$ cat src/rtl/fuzz_pkg.sv
// ---------------------------------------------------------------------------
// fuzz_pkg
// Shared types for the fuzz target responder.
//   resp_state_t : responder FSM state (normal operation / hung-core fault)
//   TAG_W, tag_t : width and type of the per-request sequence tag
// ---------------------------------------------------------------------------
package fuzz_pkg;

    typedef enum logic {ST_RUN, ST_FAULT} resp_state_t;

    localparam int TAG_W = 8;

    typedef logic [TAG_W-1:0] tag_t;

endpackage

$ cat src/rtl/fuzz_sync_fifo.sv
// ---------------------------------------------------------------------------
// fuzz_sync_fifo
// Single-clock FIFO with a registered head output (no fall-through: a word
// pushed into an empty FIFO appears on dout the cycle after the push).
// Ports:
//   clk, rst   clock, synchronous active-high reset
//   flush      synchronous discard of all stored entries
//   push, din  write strobe and data (ignored when full or flushing)
//   pop        read strobe (ignored when empty); dout advances next cycle
//   dout       current head entry, valid while !empty
//   full, empty, count   occupancy status
// ---------------------------------------------------------------------------
module fuzz_sync_fifo #(
    parameter int WIDTH = 8,
    parameter int DEPTH = 8
) (
    input  logic                     clk,
    input  logic                     rst,
    input  logic                     flush,
    input  logic                     push,
    input  logic [WIDTH-1:0]         din,
    input  logic                     pop,
    output logic [WIDTH-1:0]         dout,
    output logic                     full,
    output logic                     empty,
    output logic [$clog2(DEPTH):0]   count
);

    localparam int PTR_W = $clog2(DEPTH);
    localparam int CNT_W = PTR_W + 1;

    logic [WIDTH-1:0] mem [DEPTH];
    logic [PTR_W-1:0] wr_ptr_reg;
    logic [PTR_W-1:0] rd_ptr_reg;
    logic [PTR_W-1:0] rd_ptr_next;
    logic [CNT_W-1:0] count_reg;
    logic [WIDTH-1:0] dout_reg;
    logic             do_push;
    logic             do_pop;

    assign full  = (count_reg == CNT_W'(DEPTH));
    assign empty = (count_reg == '0);
    assign count = count_reg;
    assign dout  = dout_reg;

    assign do_push     = push && !full && !flush;
    assign do_pop      = pop && !empty;
    assign rd_ptr_next = do_pop ? rd_ptr_reg + PTR_W'(1) : rd_ptr_reg;

    // Storage array kept free of reset so it maps onto block/distributed RAM.
    always_ff @(posedge clk) begin
        if (do_push) begin
            mem[wr_ptr_reg] <= din;
        end
    end

    always_ff @(posedge clk) begin
        if (rst) begin
            wr_ptr_reg <= '0;
            rd_ptr_reg <= '0;
            count_reg  <= '0;
            dout_reg   <= '0;
        end else if (flush) begin
            wr_ptr_reg <= '0;
            rd_ptr_reg <= '0;
            count_reg  <= '0;
        end else begin
            if (do_push) begin
                wr_ptr_reg <= wr_ptr_reg + PTR_W'(1);
            end
            rd_ptr_reg <= rd_ptr_next;
            count_reg  <= count_reg + CNT_W'(do_push) - CNT_W'(do_pop);
            // Registered head read. The write slot only equals the next head
            // slot when the FIFO is about to hold exactly this one word, so
            // forward din in that case instead of reading the stale array.
            if (do_push && (wr_ptr_reg == rd_ptr_next)) begin
                dout_reg <= din;
            end else begin
                dout_reg <= mem[rd_ptr_next];
            end
        end
    end

endmodule

$ cat src/rtl/fuzz_target_responder.sv
// ---------------------------------------------------------------------------
// fuzz_target_responder
// Responder side of the fuzzer start/data handshake. Accepted requests are
// issued to a fixed-latency, non-stallable core; core results are tagged with
// the launch tag and returned in order through a response FIFO. A credit
// check bounds outstanding work to the FIFO depth; a watchdog declares FAULT
// when the core goes silent, and stray core results are flagged.
// Ports:
//   clk, rst                    clock, synchronous active-high reset
//   req_start, req_data         request strobe/payload; req_ready = can accept
//   core_start, core_data       one-cycle issue pulse and payload to the core
//   core_out, core_out_valid    core result and strobe
//   rsp_valid/rsp_data/rsp_tag  response head; consumed with rsp_ready
//   clear_fault                 leave FAULT (once drained) / clear err_spurious
//   err_timeout, err_spurious   sticky error flags
//   req_count, rsp_count        16-bit wrapping activity counters
// ---------------------------------------------------------------------------
module fuzz_target_responder
    import fuzz_pkg::*;
#(
    parameter int INPUT_WIDTH  = 256,
    parameter int OUTPUT_WIDTH = 128,
    parameter int RSP_DEPTH    = 8,
    parameter int CORE_TIMEOUT = 1000
) (
    input  logic                    clk,
    input  logic                    rst,
    input  logic                    req_start,
    input  logic [INPUT_WIDTH-1:0]  req_data,
    output logic                    req_ready,
    output logic                    core_start,
    output logic [INPUT_WIDTH-1:0]  core_data,
    input  logic [OUTPUT_WIDTH-1:0] core_out,
    input  logic                    core_out_valid,
    output logic                    rsp_valid,
    output logic [OUTPUT_WIDTH-1:0] rsp_data,
    output logic [7:0]              rsp_tag,
    input  logic                    rsp_ready,
    input  logic                    clear_fault,
    output logic                    err_timeout,
    output logic                    err_spurious,
    output logic [15:0]             req_count,
    output logic [15:0]             rsp_count
);

    localparam int CNT_W   = $clog2(RSP_DEPTH) + 1;
    localparam int TIMER_W = $clog2(CORE_TIMEOUT) + 1;
    localparam int RSP_W   = TAG_W + OUTPUT_WIDTH;

    resp_state_t            state_reg;
    tag_t                   tag_reg;
    logic [TIMER_W-1:0]     timer_reg;
    logic                   core_start_reg;
    logic [INPUT_WIDTH-1:0] core_data_reg;
    logic                   err_timeout_reg;
    logic                   err_spurious_reg;
    logic [15:0]            req_count_reg;
    logic [15:0]            rsp_count_reg;

    // The tag FIFO holds one entry per request that has been accepted but
    // whose core result has not yet arrived, so its occupancy is the
    // in-flight count.
    tag_t             tag_head;
    logic             tag_full;
    logic             tag_empty;
    logic [CNT_W-1:0] inflight;

    logic [RSP_W-1:0] rsp_head;
    logic             rsp_full;
    logic             rsp_empty;
    logic [CNT_W-1:0] fifo_count;

    logic [CNT_W:0]   outstanding;
    logic             accept;
    logic             core_hit;
    logic             spurious;
    logic             rsp_push;
    logic             rsp_pop;
    logic             timeout_hit;

    // Credits are taken at accept time, so a result can never find the
    // response FIFO full.
    assign outstanding = {1'b0, inflight} + {1'b0, fifo_count};
    assign req_ready   = !rst && (state_reg == ST_RUN) && !tag_full &&
                         (outstanding < (CNT_W+1)'(RSP_DEPTH));
    assign accept      = req_start && req_ready;

    assign core_hit    = core_out_valid && !tag_empty;
    assign spurious    = core_out_valid && tag_empty;
    assign rsp_push    = core_hit && !rsp_full;
    assign rsp_pop     = !rsp_empty && rsp_ready;

    assign timeout_hit = (state_reg == ST_RUN) && !core_out_valid && !tag_empty &&
                         (timer_reg == TIMER_W'(CORE_TIMEOUT - 1));

    fuzz_sync_fifo #(
        .WIDTH (TAG_W),
        .DEPTH (RSP_DEPTH)
    ) u_tag_fifo (
        .clk   (clk),
        .rst   (rst),
        .flush (timeout_hit),
        .push  (accept),
        .din   (tag_reg),
        .pop   (core_hit),
        .dout  (tag_head),
        .full  (tag_full),
        .empty (tag_empty),
        .count (inflight)
    );

    fuzz_sync_fifo #(
        .WIDTH (RSP_W),
        .DEPTH (RSP_DEPTH)
    ) u_rsp_fifo (
        .clk   (clk),
        .rst   (rst),
        .flush (1'b0),
        .push  (rsp_push),
        .din   ({tag_head, core_out}),
        .pop   (rsp_pop),
        .dout  (rsp_head),
        .full  (rsp_full),
        .empty (rsp_empty),
        .count (fifo_count)
    );

    always_ff @(posedge clk) begin
        if (rst) begin
            state_reg        <= ST_RUN;
            tag_reg          <= '0;
            timer_reg        <= '0;
            core_start_reg   <= 1'b0;
            core_data_reg    <= '0;
            err_timeout_reg  <= 1'b0;
            err_spurious_reg <= 1'b0;
            req_count_reg    <= '0;
            rsp_count_reg    <= '0;
        end else begin
            core_start_reg <= accept;
            if (accept) begin
                core_data_reg <= req_data;
                tag_reg       <= tag_reg + tag_t'(1);
                req_count_reg <= req_count_reg + 16'd1;
            end
            if (rsp_pop) begin
                rsp_count_reg <= rsp_count_reg + 16'd1;
            end

            // Watchdog only runs while work is outstanding and the core is quiet.
            if (core_out_valid || tag_empty || timeout_hit) begin
                timer_reg <= '0;
            end else begin
                timer_reg <= timer_reg + TIMER_W'(1);
            end

            case (state_reg)
                ST_RUN: begin
                    if (clear_fault) begin
                        err_spurious_reg <= 1'b0;
                    end
                    if (timeout_hit) begin
                        state_reg       <= ST_FAULT;
                        err_timeout_reg <= 1'b1;
                    end
                end
                ST_FAULT: begin
                    // Recovery waits for the consumer to drain what the core
                    // did deliver before the hang.
                    if (clear_fault && rsp_empty) begin
                        state_reg        <= ST_RUN;
                        err_timeout_reg  <= 1'b0;
                        err_spurious_reg <= 1'b0;
                    end
                end
            endcase

            // A fresh stray result outranks a same-cycle clear.
            if (spurious) begin
                err_spurious_reg <= 1'b1;
            end
        end
    end

    assign core_start   = core_start_reg;
    assign core_data    = core_data_reg;
    assign rsp_valid    = !rsp_empty;
    assign rsp_tag      = rsp_head[RSP_W-1 -: TAG_W];
    assign rsp_data     = rsp_head[OUTPUT_WIDTH-1:0];
    assign err_timeout  = err_timeout_reg;
    assign err_spurious = err_spurious_reg;
    assign req_count    = req_count_reg;
    assign rsp_count    = rsp_count_reg;

endmodule

$ cat config.mk
export PLATFORM = sky130hd
export DESIGN_NAME = fuzz_target_responder
export DESIGN_NICKNAME = d
export VERILOG_FILES = /design/src/rtl/fuzz_pkg.sv /design/src/rtl/fuzz_sync_fifo.sv /design/src/rtl/fuzz_target_responder.sv
export SDC_FILE = /design/constraint.sdc
export NUM_CORES = 2
export LEC_CHECK = 0
export ABC_AREA = 1
export BUFFER_PORTS_ARGS = -buffer_cell sky130_fd_sc_hd__clkbuf_2
export CORE_ASPECT_RATIO = 1.5
export CORE_UTILIZATION = 47
export DETAILED_ROUTE_END_ITERATION = 10
export GPL_ROUTABILITY_DRIVEN = 0
export PLACE_DENSITY_LB_ADDON = 0.08
export SLEW_MARGIN = 20
export SYNTH_ARGS = -nofsm -noshare
export SYNTH_HDL_FRONTEND = slang
export SYNTH_SLANG_ARGS = --single-unit
$ cat constraint.sdc
create_clock -name clk -period 23.2 [get_ports clk]
set_input_delay 2.32 -clock clk [delete_from_list [all_inputs] [get_ports clk]]
set_output_delay 2.32 -clock clk [all_outputs]
set_load 0.005 [all_outputs]
==> results.toml <==
[sta]
finalSetupTns_ns = 0
hold_viol_final = 0
period_share = 0.247
slew_headroom = 0.220
fin_crit_ns = 5.73
finalSetupViolCount = 0
tightest_slew_ns = 1.17
worst_hold_slack_ns = 0.459
rsz0062_at_grt = "false"
slew_violations = 0
fmax_ghz = 0.175
clock_skew_ns = 0.0285

[yosys]
yosys.area_share.simple = 0.208
ys_ff_latch = 1627
synth_compound_area_frac = 0.0495
synth_top_family_by_area = "simple AND/OR/NAND/NOR gates"
ys_seq_area_frac = 0.699
synth_area_per_cell_um2 = 10.4
synth_nets = 6461
synth.area.mux_share = 0
synthesis.area_um2 = 63100
syn_inst = 6046
synth_xor_xnor_area_share = 0.00236
ys_async_sr_fraction = 0
synth.distinct_cells = 35
yosysWarningCount = 0
synth-edff-count = 1152
synth-main-ff-cell = "edfxtp_1"
synthAdderAreaFrac = 0.00519

[detailed_routing]
routed_via_density = 5.38
vias = 46380
ant_nets = 0
totalWireLength_um = 200000
drtPass1Iterations = 9
avgRoutedWirePerCell_um = 23.2
drc = 116
drt-initial-drc-count = 3439

[global_routing]
grt_max_degree = 205
grt_usage = 0.290
grt_overflow_total = 0
grt_pass1_wl_um = 290000
first_global_vias = 44525
grt_antenna_before_repair = 53

[finish]
final_common_cell = "nand2_1"
largest_reg_flops = 1088
layout.nets = 7133
drive_above_1_share = 0.165
synthToLayoutAreaGrowth_pct = 16.4
final_cell_mix = "nand2_1, edfxtp_1, clkbuf_2"

[power_and_ir_drop]
swShare = 0.360
clockPowerShare = 0.281
powerDensity_nw_per_um2 = 122
p_comb_frac = 0.312
finalPower_mw = 8.97
switchingPower_mw = 3.23
power.internal_mw = 5.75
vdd_drop_max_mv = 0.101
power.share.sequential = 0.407
p_leak_nw = 28.7

[place]
hpwl_um = 122000
portBuffers = 818

[worst_setup_path]
cp_common_cell = "nand2_1"
worstSetupEndpointType = "register"
cp_cell_sequence = "clkbuf_2 -> nand2_2 -> nand2_1 -> nand2_8 -> nand2_1 -> nand2_1 -> nor2_1 -> nand3_4 -> buf_4 -> buf_4 -> nand2_1 -> nor2_1 -> nor2_1"
cpMaxStageDelayCell = "buf_4"
crit_fanout = 105
critical_path_class = "in -> reg"
critPathArrivalTime_ns = 6.41
cp_data_required_time_ns = 23.88
path_delay_family = "simple AND/OR/NAND/NOR gates"
startpoint_type = "primary input"
slowest_delay_ns = 0.87
path_buf_inv = 3

[die]
die_area_um2 = 136000
core_um2 = 133000
fp.dieW_um = 301
die-height_um = 451
rows = 164
start_util = 0.474
io_pins = 819

[clocking]
cts_tree = "done"
cts_root_buffer = "clkbuf_16"
ctsResizeCount = 0
cts_hold_buf = 0
htree_levels = 4
cts_setup_buffers = 0
worstSkewPairLatency_ns = 0.79
clock-sinks = 1627
cts_buffers = 155
clkTransAtPathRegs_ns = 0.06
max-clock-path-buffers = 3

[outcome]
status = "finished, violations left"
violations = "DRC"

[flow_run]
cap_violations = 0

[hold_path]
min_path_type = "reg -> reg"
-- worst register-to-register path: stages (launching register included) --
cell     delay (ns)
dfxtp_1        0.35
inv_1          0.08
ha_1           0.24
nand3_4        0.14
nand2_2        0.19
nand2_1        0.16
nand2_4        0.28
inv_8          0.50
nand2_1        0.11
nand2_1        0.08
inv_1          0.07
nand3_4        0.50
buf_4          0.96
buf_4          0.78
nand2_1        0.15
nor2_1         0.13
nor2_1         0.05
-- per-stage QoR --
| stage | worst slack, ns | util | std cells | area, um^2 |
|---|---|---|---|---|
| 6_report | 17.47 | 0.552 | 8627 | 73500 |
| 5_1_grt | 17.11 | 0.551 | 8611 | 73400 |
| 4_1_cts | 17.45 | 0.551 | 8591 | 73400 |
| 3_5_place_dp | 16.58 | 0.513 | 8304 | 68300 |
| 3_3_place_gp | 16.66 | 0.513 | 8304 | 68300 |
| 2_1_floorplan | 13.96 | - | 6046 | 63100 |
-- synth_stat cells, types with 5 or more instances --
cell type	number	area, um^2
ha_1	23	288
nor3_1	24	120
buf_6	10	113
o21ai_1	6	30.0
edfxtp_1	1152	34600
nand2_1	2060	7730
nor4_1	9	56.3
nor2_1	471	1770
xor2_1	11	96.3
a21oi_1	443	2220
dfxtp_1	475	9510
o21ai_0	162	811
nand4_1	11	68.8
nor3b_1	7	52.6
inv_1	144	541
buf_4	26	195
xnor2_1	6	52.6
clkbuf_1	140	526
inv_2	5	18.8
buf_2	155	776
nand3_1	653	3270
buf_1	28	105
nand2_2	6	37.5
-- final timing paths --
check | startpoint | to | slack, ns | cells after the start
max | rsp_ready | u_rsp_fifo.dout[34] | 17.47 | 13
min | timer_reg[0] | timer_reg[0] | 0.46 | 1
max reg2reg | u_rsp_fifo.count[2] | u_rsp_fifo.dout[34] | 18.33 | 16
min reg2reg | timer_reg[0] | timer_reg[0] | 0.46 | 1
-- power groups by stage --
stage                     registers (mW)  logic (mW)  clock network (mW)
final                               3.65        2.80                2.52
after floorplan                     3.69        1.89                   0
after CTS                           3.65        2.83                2.57
after global placement              3.71        2.79                   0
after global routing                3.67        3.13                2.67
after detailed placement            3.71        2.81                   0
-- area by class of cell --
type,instances,area (um^2)
multi-input combinational,3909,16900
sequential,1627,44100
fill,11697,59700
tap,1743,2180
antenna,36,90.1
clock buffer,215,4450
clock inverter,72,594
inverter,151,592
timing repair buffer,874,4600
-- logic make-up (layout without fill, tap and decap cells) --
family,after synthesis,after routing
XOR/XNOR,17,17
AND/OR/NAND/NOR,3247,3247
flip-flops,1627,1627
buffers and inverters,510,1312
adder cells (fa/ha/maj),25,25
other,0,36
AO/OA/AOI/OAI,620,620
-- layer usage --
layer | routed length, um | GRT usage
met2 | 97400 | 0.475
met4 | 11000 | 0.168
met3 | 15700 | 0.0731
met5 | 155 | 0
met1 | 75600 | 0.346
(Power assumes the default switching activity.)
